## src/rtl/ram_arbiter.sv

```systemverilog
// ram_arbiter
// Shares one SDRAM port between a ROM-download (boot) port, a CPU port and an
// aux (DMA/snapshot) port, one access per 16-clock slot framed by ce_ref.
//
// Ports
//   clk_sys, reset            : system clock, synchronous active-high reset
//   ce_ref                    : slot strobe, one clock wide, every 16 clocks
//   boot_mode                 : while high only the boot port is served
//   boot_req/addr/bank/din    : boot write request (level) and operands
//   boot_ack                  : one-clock pulse when the boot write completes
//   cpu_rd/wr/addr/bank/din   : CPU access strobes (levels) and operands
//   cpu_dout                  : CPU read data (8'hFF while boot_mode is high)
//   aux_req/we/addr/din       : aux request (level), direction and operands
//   aux_ack, aux_dout         : aux completion pulse, aux read data
//   sd_oe/we/addr/bank/din    : command towards the SDRAM controller
//   sd_dout                   : SDRAM read data
//   sd_clkref                 : ce_ref delayed one clock, aligned with command
//
// Slot timing: the counter reads 0 in the clock after ce_ref, which is also
// the first clock the command is visible. sd_dout is captured on the edge
// that ends counter==DOUT_LAT, and the acks are high during that same clock.
module ram_arbiter #(
  parameter int unsigned DOUT_LAT   = 8,
  parameter int unsigned STARVE_MAX = 4
) (
  input  logic        clk_sys,
  input  logic        reset,
  input  logic        ce_ref,
  input  logic        boot_mode,
  input  logic        boot_req,
  input  logic [22:0] boot_addr,
  input  logic [1:0]  boot_bank,
  input  logic [7:0]  boot_din,
  output logic        boot_ack,
  input  logic        cpu_rd,
  input  logic        cpu_wr,
  input  logic [22:0] cpu_addr,
  input  logic [1:0]  cpu_bank,
  input  logic [7:0]  cpu_din,
  output logic [7:0]  cpu_dout,
  input  logic        aux_req,
  input  logic        aux_we,
  input  logic [22:0] aux_addr,
  input  logic [7:0]  aux_din,
  output logic        aux_ack,
  output logic [7:0]  aux_dout,
  output logic        sd_oe,
  output logic        sd_we,
  output logic [22:0] sd_addr,
  output logic [1:0]  sd_bank,
  output logic [7:0]  sd_din,
  input  logic [7:0]  sd_dout,
  output logic        sd_clkref
);

  localparam logic [3:0] LAT    = 4'(DOUT_LAT);
  localparam logic [3:0] LAT_M1 = 4'(DOUT_LAT - 1);
  localparam logic [3:0] STARVE = 4'(STARVE_MAX);

  typedef enum logic [1:0] {IDLE, BOOT, CPU, AUX} state_t;

  state_t      state_q, state_d;
  logic [3:0]  slotCnt_q, slotCnt_d;
  logic [3:0]  starve_q, starve_d;
  logic        sdOe_q, sdOe_d;
  logic        sdWe_q, sdWe_d;
  logic [22:0] sdAddr_q, sdAddr_d;
  logic [1:0]  sdBank_q, sdBank_d;
  logic [7:0]  sdDin_q, sdDin_d;
  logic        clkRef_q;
  logic        bootAck_q, bootAck_d;
  logic        auxAck_q, auxAck_d;
  logic [7:0]  cpuDout_q, cpuDout_d;
  logic [7:0]  auxDout_q, auxDout_d;

  // Grant decision: only evaluated on ce_ref, otherwise the winner holds.
  // An aux request that has lost STARVE_MAX slots in a row beats the CPU.
  always_comb begin
    state_d = state_q;
    if (ce_ref) begin
      if (boot_mode)
        state_d = boot_req ? BOOT : IDLE;
      else if (aux_req && (starve_q >= STARVE))
        state_d = AUX;
      else if (cpu_rd || cpu_wr)
        state_d = CPU;
      else if (aux_req)
        state_d = AUX;
      else
        state_d = IDLE;
    end
  end

  always_ff @(posedge clk_sys) begin
    if (reset)
      state_q <= IDLE;
    else
      state_q <= state_d;
  end

  // Datapath next-state: command latch, slot counter, starvation counter,
  // ack generation and read-data capture.
  always_comb begin
    sdOe_d    = sdOe_q;
    sdWe_d    = sdWe_q;
    sdAddr_d  = sdAddr_q;
    sdBank_d  = sdBank_q;
    sdDin_d   = sdDin_q;
    starve_d  = starve_q;
    cpuDout_d = cpuDout_q;
    auxDout_d = auxDout_q;
    slotCnt_d = (slotCnt_q == 4'd15) ? 4'd15 : slotCnt_q + 4'd1;

    if (ce_ref) begin
      slotCnt_d = 4'd0;
      case (state_d)
        BOOT: begin
          sdOe_d   = 1'b0;
          sdWe_d   = 1'b1;
          sdAddr_d = boot_addr;
          sdBank_d = boot_bank;
          sdDin_d  = boot_din;
        end
        CPU: begin
          // rd and wr together count as a write
          sdOe_d   = ~cpu_wr;
          sdWe_d   = cpu_wr;
          sdAddr_d = cpu_addr;
          sdBank_d = cpu_bank;
          sdDin_d  = cpu_din;
        end
        AUX: begin
          // the aux port has no bank select; it always lives in bank 0
          sdOe_d   = ~aux_we;
          sdWe_d   = aux_we;
          sdAddr_d = aux_addr;
          sdBank_d = 2'd0;
          sdDin_d  = aux_din;
        end
        default: begin
          sdOe_d = 1'b0;
          sdWe_d = 1'b0;
        end
      endcase

      if ((state_d == AUX) || !aux_req)
        starve_d = 4'd0;
      else if (starve_q != 4'd15)
        starve_d = starve_q + 4'd1;
    end

    // Registered one clock early so the pulse sits on counter==DOUT_LAT.
    // The counter saturates at 15, so a missing ce_ref cannot re-fire it.
    bootAck_d = (state_q == BOOT) && !ce_ref && (slotCnt_q == LAT_M1);
    auxAck_d  = (state_q == AUX)  && !ce_ref && (slotCnt_q == LAT_M1);

    if (sdOe_q && (slotCnt_q == LAT)) begin
      if (state_q == CPU)
        cpuDout_d = sd_dout;
      if (state_q == AUX)
        auxDout_d = sd_dout;
    end
  end

  always_ff @(posedge clk_sys) begin
    if (reset) begin
      slotCnt_q <= 4'd15;
      starve_q  <= 4'd0;
      sdOe_q    <= 1'b0;
      sdWe_q    <= 1'b0;
      sdAddr_q  <= '0;
      sdBank_q  <= '0;
      sdDin_q   <= '0;
      clkRef_q  <= 1'b0;
      bootAck_q <= 1'b0;
      auxAck_q  <= 1'b0;
      cpuDout_q <= 8'hFF;
      auxDout_q <= 8'h00;
    end else begin
      slotCnt_q <= slotCnt_d;
      starve_q  <= starve_d;
      sdOe_q    <= sdOe_d;
      sdWe_q    <= sdWe_d;
      sdAddr_q  <= sdAddr_d;
      sdBank_q  <= sdBank_d;
      sdDin_q   <= sdDin_d;
      clkRef_q  <= ce_ref;
      bootAck_q <= bootAck_d;
      auxAck_q  <= auxAck_d;
      cpuDout_q <= cpuDout_d;
      auxDout_q <= auxDout_d;
    end
  end

  assign sd_oe     = sdOe_q;
  assign sd_we     = sdWe_q;
  assign sd_addr   = sdAddr_q;
  assign sd_bank   = sdBank_q;
  assign sd_din    = sdDin_q;
  assign sd_clkref = clkRef_q;
  assign boot_ack  = bootAck_q;
  assign aux_ack   = auxAck_q;
  assign aux_dout  = auxDout_q;
  // The CPU sees an open bus while the ROM download owns the memory.
  assign cpu_dout  = boot_mode ? 8'hFF : cpuDout_q;

endmodule

```

## config.mk

```make
export PLATFORM = sky130hd
export DESIGN_NAME = ram_arbiter
export DESIGN_NICKNAME = d
export VERILOG_FILES = /design/src/rtl/ram_arbiter.sv
export SDC_FILE = /design/constraint.sdc
export NUM_CORES = 1
export LEC_CHECK = 0
export ABC_CLOCK_PERIOD_IN_PS = 5200
export BUFFER_PORTS_ARGS = -buffer_cell sky130_fd_sc_hd__buf_4
export CAP_MARGIN = 15
export CORE_MARGIN = 3
export CORE_UTILIZATION = 51
export CTS_BUF_LIST = sky130_fd_sc_hd__clkbuf_8
export CTS_CLUSTER_DIAMETER = 150
export DETAILED_ROUTE_END_ITERATION = 7
export PLACE_DENSITY = 0.89
export SETUP_SLACK_MARGIN = 0.05
export SLEW_MARGIN = 20
export SYNTH_ARGS = -nofsm -noshare
export SYNTH_HDL_FRONTEND = slang
export SYNTH_SLANG_ARGS = --single-unit
```

## constraint.sdc

```tcl
create_clock -name clk_sys -period 5.2 [get_ports clk_sys]
set_input_delay 1.04 -clock clk_sys [delete_from_list [all_inputs] [get_ports clk_sys]]
set_output_delay 1.04 -clock clk_sys [all_outputs]
set_load 0.005 [all_outputs]
```

==> metrics.txt, run 1 <==
Crit path largest cell delay about 0.56 ns; Top delay family on crit path simple AND/OR/NAND/NOR gates; mux cell area share after synthesis between 3 and 4%; gp weighted congestion ~0.84; Compound-Gate Fraction of Synth Area 27.49%; clk buf depth 2; worst clock skew 0.007032 ns; leakage power about 0.0020 uW; CTS buffer count 9; post-CTS repair timing setup buffer count 0; post-detailed-route count of antenna-violating nets 0; GRT Total Usage approximately a quarter; number of global-route vias before repair approximately 3300; CP startpoint ce_ref; share of layout cells above drive strength 1 a little over two fifths; CP Max Fanout 20; cell taking the most area after synthesis dfxtp_1; Slowest cell on crit path nor3_4; post-synthesis sequential area ratio 39.64%; start of the worst register-to-register path starve_q[3]; HPWL after DPL 7.074 mm; post-synth cell types 40; Post-Syn Nets 489; Post-synth EDFFs 0; Final period util a little over half; startpoint class of the critical path input pin; Reg-to-Reg End sd_addr[19]; vias per cell between 5 and 6; drt pass-1 iters 5; Reg2Reg Depth 5; crit path capture type flip-flop; area of the mapped netlist about 3200 sq um; Slew headroom a little over a third; via count approximately 3400; simple-gate share of the synthesized area 22.03%; number of fill cells approximately 420; Ports 168; post-synthesis register bit count 64; syn_area_per_cell around 8.7 sq um; critical path depth 7; status finished clean; top cell type's share of synthesized area around two fifths; setup slack, reg-to-reg 2.91 ns; critical path, cell by cell buf_4, inv_2, o31a_2, nor3_4, buf_4, nand2_1, a311oi_2; die height between 80 and 90 um; Total Routed Length approximately 9.5 mm; final core occ approximately three quarters; largest net degree at the start of global routing 63; Core Area between 6000 and 7000 sq um; Final Hold Viols 0; Power Dens Cells 256.8 nW/um^2; CP most frequent cell buf_4; Synth Flop Type dfxtp_1; synthesized-area fraction occupied by adder cells 1.161%; Starting Density a little over half; Hold-fix buffers, CTS 0; Max IR drop VDD between 0.15 and 0.2 mV; Synth area leaders dfxtp_1, a311oi_2, nand2_1, nor2_1, o21ai_0; fin cells between 600 and 700; worst setup path class input pin to flip-flop; Initial DRC Count around 230; Slew Viols, Final 0; maxcap violations 0; first-pass GRT wire length roughly 15 mm; Layout area overhead 42.97%; port bufs about 170; Worst Path Buf+Inv 3; root buf cell clkbuf_8; clk sinks 64; Die Wd about 86 um; Synth Warn # 0; diode count 0; row count 28; Seq. cell area between 1000 and 1500 sq um; Hold Slack roughly 0.5 ns; Final min period approximately 2.8 ns; TritonCTS clock tree done; GR Overflow Total 0; post-cts resize count 0; # setup viols final 0; XOR/XNOR share of the synthesized area 0%; Die ar. 7328 sq um; largest family of logic cells by synthesized area compound AO/OA/AOI/OAI gates; clock latency on the worst-skew pair 0.34 ns; Inst Count DP just under 600; worst path arrival time 3.06 ns; highest clock rate approximately 360 MHz; end point of the critical path sd_addr[4]; Setup Total Neg Slack 0 ns; initial antenna violation count 0; drt drc 0; wire length per cell 15.78 um; async set-reset flop share out of synthesis 0%; Reg clk slew, reported paths ~0.070 ns; area of the multi-input gates between 1500 and 2000 sq um; data required time at the worst endpoint 5.45 ns; Worst Hold Class flip-flop to flip-flop; Worst Max-Slew Pin Slew 0.9697 ns; Max H-tree Level 3; Cells after Synth 372; fin nets 641; RSZ-0062 raised after global routing false
flip-flops by register name, summed over array words and instances, names as in the netlist:
name	flops
aux_ack	1
aux_dout	8
boot_ack	1
cpuDout_q	8
sd_addr	23
sd_bank	2
sd_clkref	1
sd_din	8
sd_oe	1
sd_we	1
slotCnt_q	4
starve_q	4
state_q	2
layout make-up:
| type | instances | area share, % |
|---|---|---|
| Tap cell | 75 | 2.031 |
| Clock inverter | 5 | 1.029 |
| Timing Repair Buffer | 170 | 27.62 |
| Clock buffer | 11 | 3.276 |
| Sequential cell | 64 | 27.73 |
| Multi-Input combinational cell | 273 | 37.83 |
| Inverter | 6 | 0.4874 |
cell usage after synthesis, types with 3 or more instances:
cell type	number
a211o_1	10
a21oi_1	5
nand2_1	71
inv_1	5
ha_1	3
a311oi_1	4
buf_12	3
or2_2	9
nand3_1	7
dfxtp_1	64
o21ai_0	35
clkbuf_1	19
nor2_1	51
a311oi_2	29
nor3_1	3
nor2b_1	9
buf_2	3
o21bai_1	4
mux2i_1	11
layout by cell type (no fill, tap or decap), drive strengths merged, types with 2 or more instances in the layout:
master,instances
nor3,4
nand2,71
clkinv,2
nand3,7
a211o,10
mux2i,11
o21a,2
inv,8
nand4,2
o21ai,35
nand2b,2
a211oi,2
buf,170
ha,3
or2,10
clkbuf,11
a31oi,2
nor2b,9
dfxtp,64
a21oi,5
a311oi,33
nor2,51
o21bai,4
through the flow:
step | setup slack [ns] | power, uW | cell area [sq um]
after floorplan | 2.700 | 654.4 | 3232
after global placement | 1.766 | 766.2 | 4422
after detailed placement | 2.055 | 772.4 | 4422
after CTS | 2.414 | 1196 | 4621
after global routing | 2.225 | 1239 | 4621
final | 2.391 | 1187 | 4621
layer usage:
metal,share of wire [%],vias to the layer above,GRT usage [%]
met5,0,-,0
met4,3.3,0,13.38
met3,8.1,29,7.012
met2,50,156,44.21
met1,39,1571,29.99
li1,-,1614,-
worst min-delay path, delay by kind of cell, from the launching register on:
family	cells	cell delay [ns]
DFF	1	0.33
muxes	1	0.07
and+or+nand+nor	1	0.07
worst min-delay path by stage:
stage / to / cells after the start / startpoint
floorplan: boot_ack / 1 / state_q[1]
global placement: aux_dout[1] / 2 / aux_dout[1]
detailed placement: aux_dout[7] / 2 / aux_dout[7]
CTS: starve_q[1] / 2 / starve_q[1]
global route: starve_q[1] / 2 / starve_q[1]
finish: aux_dout[7] / 2 / aux_dout[7]
power by group:
part | switching (uW) | internal [uW] | total, uW | leakage, uW
registers | 16.2 | 516 | 532 | 0.000525
clock network | 183 | 242 | 425 | 0.000112
logic | 106 | 123 | 229 | 0.00135
total | 305 | 881 | 1190 | 0.00199
cell families after synthesis:
kind of cell / after synthesis
simple gates: 162
mux: 11
compound gates: 97
fa+ha+maj: 3
buf+inv: 35
flops: 64
(Power assumes the default switching activity.)
==> inputs of run 2 (changes only) <==
--- a/config.mk
+++ b/config.mk
@@ -5,15 +5,15 @@
 export SDC_FILE = /design/constraint.sdc
 export NUM_CORES = 1
 export LEC_CHECK = 0
-export ABC_CLOCK_PERIOD_IN_PS = 5200
+export ABC_CLOCK_PERIOD_IN_PS = 2600
 export BUFFER_PORTS_ARGS = -buffer_cell sky130_fd_sc_hd__buf_4
 export CAP_MARGIN = 15
 export CORE_MARGIN = 3
-export CORE_UTILIZATION = 51
+export CORE_UTILIZATION = 47
 export CTS_BUF_LIST = sky130_fd_sc_hd__clkbuf_8
 export CTS_CLUSTER_DIAMETER = 150
 export DETAILED_ROUTE_END_ITERATION = 7
-export PLACE_DENSITY = 0.89
+export PLACE_DENSITY = 0.83
 export SETUP_SLACK_MARGIN = 0.05
 export SLEW_MARGIN = 20
 export SYNTH_ARGS = -nofsm -noshare
==> constraint.sdc (replaced) <==
create_clock -name clk_sys -period 2.6 [get_ports clk_sys]
set_input_delay 0.52 -clock clk_sys [delete_from_list [all_inputs] [get_ports clk_sys]]
set_output_delay 0.52 -clock clk_sys [all_outputs]
set_load 0.005 [all_outputs]
==> metrics.txt, run 2 (synthesized netlist as in run 1, its figures left out) <==
Die Wd 88.93 um (was 85.61 um); post-detailed-route count of antenna-violating nets 0 (unchanged); RSZ-0062 raised after global routing false (unchanged); GR Overflow Total 0 (unchanged); Die ar. 7908 sq um (was 7328 sq um); Layout area overhead 44.95% (was 42.97%); CP Max Fanout 22 (was 20); Top delay family on crit path compound AO/OA/AOI/OAI gates (was simple AND/OR/NAND/NOR gates); Slew Viols, Final 0 (unchanged); port bufs 167 (unchanged); Hold-fix buffers, CTS 0 (unchanged); Slew headroom 57.58% (was 35.11%); HPWL after DPL 7.227 mm (was 7.074 mm); first-pass GRT wire length 14.81 mm (was 15.26 mm); largest net degree at the start of global routing 48 (was 63); initial antenna violation count 0 (unchanged); fin nets 650 (was 641); leakage power 0.002043 uW (was 0.001987 uW); Total Routed Length 9.621 mm (was 9.531 mm); Worst Max-Slew Pin Slew 0.6363 ns (was 0.9697 ns); row count 29 (was 28); critical path, cell by cell buf_4, inv_2, o31a_2, o21ba_1, buf_4, nand2_1, a311oi_2 (was buf_4, inv_2, o31a_2, nor3_4, buf_4, nand2_1, a311oi_2); root buf cell clkbuf_8 (unchanged); # setup viols final 0 (unchanged); CTS buffer count 9 (unchanged); Final min period between 1.5 and 2 ns; post-cts resize count 0 (unchanged); Reg clk slew, reported paths 0.07 ns (about the same); setup slack, reg-to-reg 0.71 ns (was 2.91 ns); gp weighted congestion 0.9251 (was 0.8358); GRT Total Usage 24.00% (was 26.04%); worst clock skew 0.008385 ns (was 0.007032 ns); die height 88.93 um (was 85.61 um); clk buf depth 2 (unchanged); highest clock rate 506.6 MHz; clock latency on the worst-skew pair 0.33 ns (was 0.34 ns); TritonCTS clock tree done (unchanged); diode count 0 (unchanged); max reg flops 23 (unchanged); drt pass-1 iters 4 (was 5); crit path capture type flip-flop (unchanged); Crit path largest cell delay 0.42 ns (was 0.56 ns); Max H-tree Level 3 (unchanged); worst setup path class input pin to flip-flop (unchanged); share of layout cells above drive strength 1 43.49% (was 42.91%); clk sinks 64 (unchanged); Core Area 6495 sq um (was 6026 sq um); Worst Hold Class input pin to flip-flop (was flip-flop to flip-flop); number of fill cells 503 (was 421); wire length per cell 15.64 um (was 15.78 um); drt drc 0 (unchanged); dpl ws 0.2929 ns (was 2.055 ns); Worst Path Buf+Inv 3 (unchanged); most frequent cells in the layout buf_4, nand2_1, dfxtp_1 (unchanged); most common cell after layout, fill and taps aside buf_4 (unchanged); Power Dens Cells 497.6 nW/um^2 (was 256.8 nW/um^2); maxcap violations 0 (unchanged); Setup Total Neg Slack 0 ns (unchanged); Final Hold Viols 0 (unchanged); via count 3321 (was 3370); post-route setup slack 0.6261 ns (was 2.391 ns); data required time at the worst endpoint 2.84 ns (was 5.45 ns); Hold Slack 0.4077 ns (was 0.4986 ns); startpoint class of the critical path input pin (unchanged); vias per cell 5.400 (was 5.579); Initial DRC Count 159 (was 233); Starting Density 49.76% (was 53.63%); number of global-route vias before repair 3244 (was 3295); Ports 168 (unchanged); Final period util between 70% and 80%; post-CTS repair timing setup buffer count 0 (unchanged); Max IR drop VDD 0.2976 mV (was 0.1581 mV); status finished clean (unchanged); worst path arrival time 2.22 ns (was 3.06 ns); CP most frequent cell buf_4 (unchanged); Slowest cell on crit path o31a_2 (was nor3_4)
[run 2: cell count changes in the layout (fill, tap and decap cells not counted), sizes merged]
cell	previous run	this run
buf	170	179
clkbuf	11	9
clkinv	2	3
inv	8	9
[run 2: area by class of cell]
cell class	count	area [sq um]	area share (%)
Multi-Input combinational cell	273	1748	37.31
Timing Repair Buffer	179	1356	28.95
Sequential cell	64	1281	27.35
Clock buffer	9	123.9	2.644
Tap cell	77	96.34	2.057
Clock inverter	7	56.30	1.202
Inverter	6	22.52	0.4808
[run 2: final timing paths]
kind         cells after the start        start      endpoint
min                              2   sd_dout[7]  cpuDout_q[7]
max reg2reg                      6  starve_q[2]   sd_addr[16]
max                              7       ce_ref   sd_addr[16]
min reg2reg                      2  aux_dout[1]   aux_dout[1]
[run 2: routing by layer]
| layer | vias to the layer above | share of wire (%) | wire length, um | global-route usage, % |
|---|---|---|---|---|
| li1 | 1632 | - | - | - |
| met1 | 1506 | 40 | 3850 | 28.72 |
| met2 | 158 | 48 | 4652 | 40.08 |
| met3 | 25 | 8.5 | 816 | 6.175 |
| met4 | 0 | 3.1 | 302 | 11.54 |
| met5 | - | 0 | 0 | 0 |
[run 2: worst reg2reg max path: cells and delay by family, from the launching register on]
| family | cells | cell delay, ns |
|---|---|---|
| AO/OA/AOI/OAI | 3 | 0.87 |
| flip-flops | 1 | 0.42 |
| buffers and inverters | 1 | 0.29 |
| AND/OR/NAND/NOR | 2 | 0.24 |
[run 2: per-stage QoR]
| stage | total power (uW) | cells | cell area, sq um | utilization (%) |
|---|---|---|---|---|
| 6_report | 2331 | 615 | 4684 | 72.12 |
| 5_1_grt | 2441 | 615 | 4684 | 72.12 |
| 4_1_cts | 2348 | 615 | 4684 | 72.12 |
| 3_5_place_dp | 1558 | 599 | 4504 | 69.35 |
| 3_3_place_gp | 1546 | 599 | 4504 | 69.35 |
| 2_1_floorplan | 1309 | 372 | 3232 | - |
[run 2: report_power, final]
part	total [uW]	leakage, uW	switching, uW	internal [uW]
clock network	796	0.000107	369	428
logic	470	0.00141	215	256
registers	1060	0.000525	32.9	1030
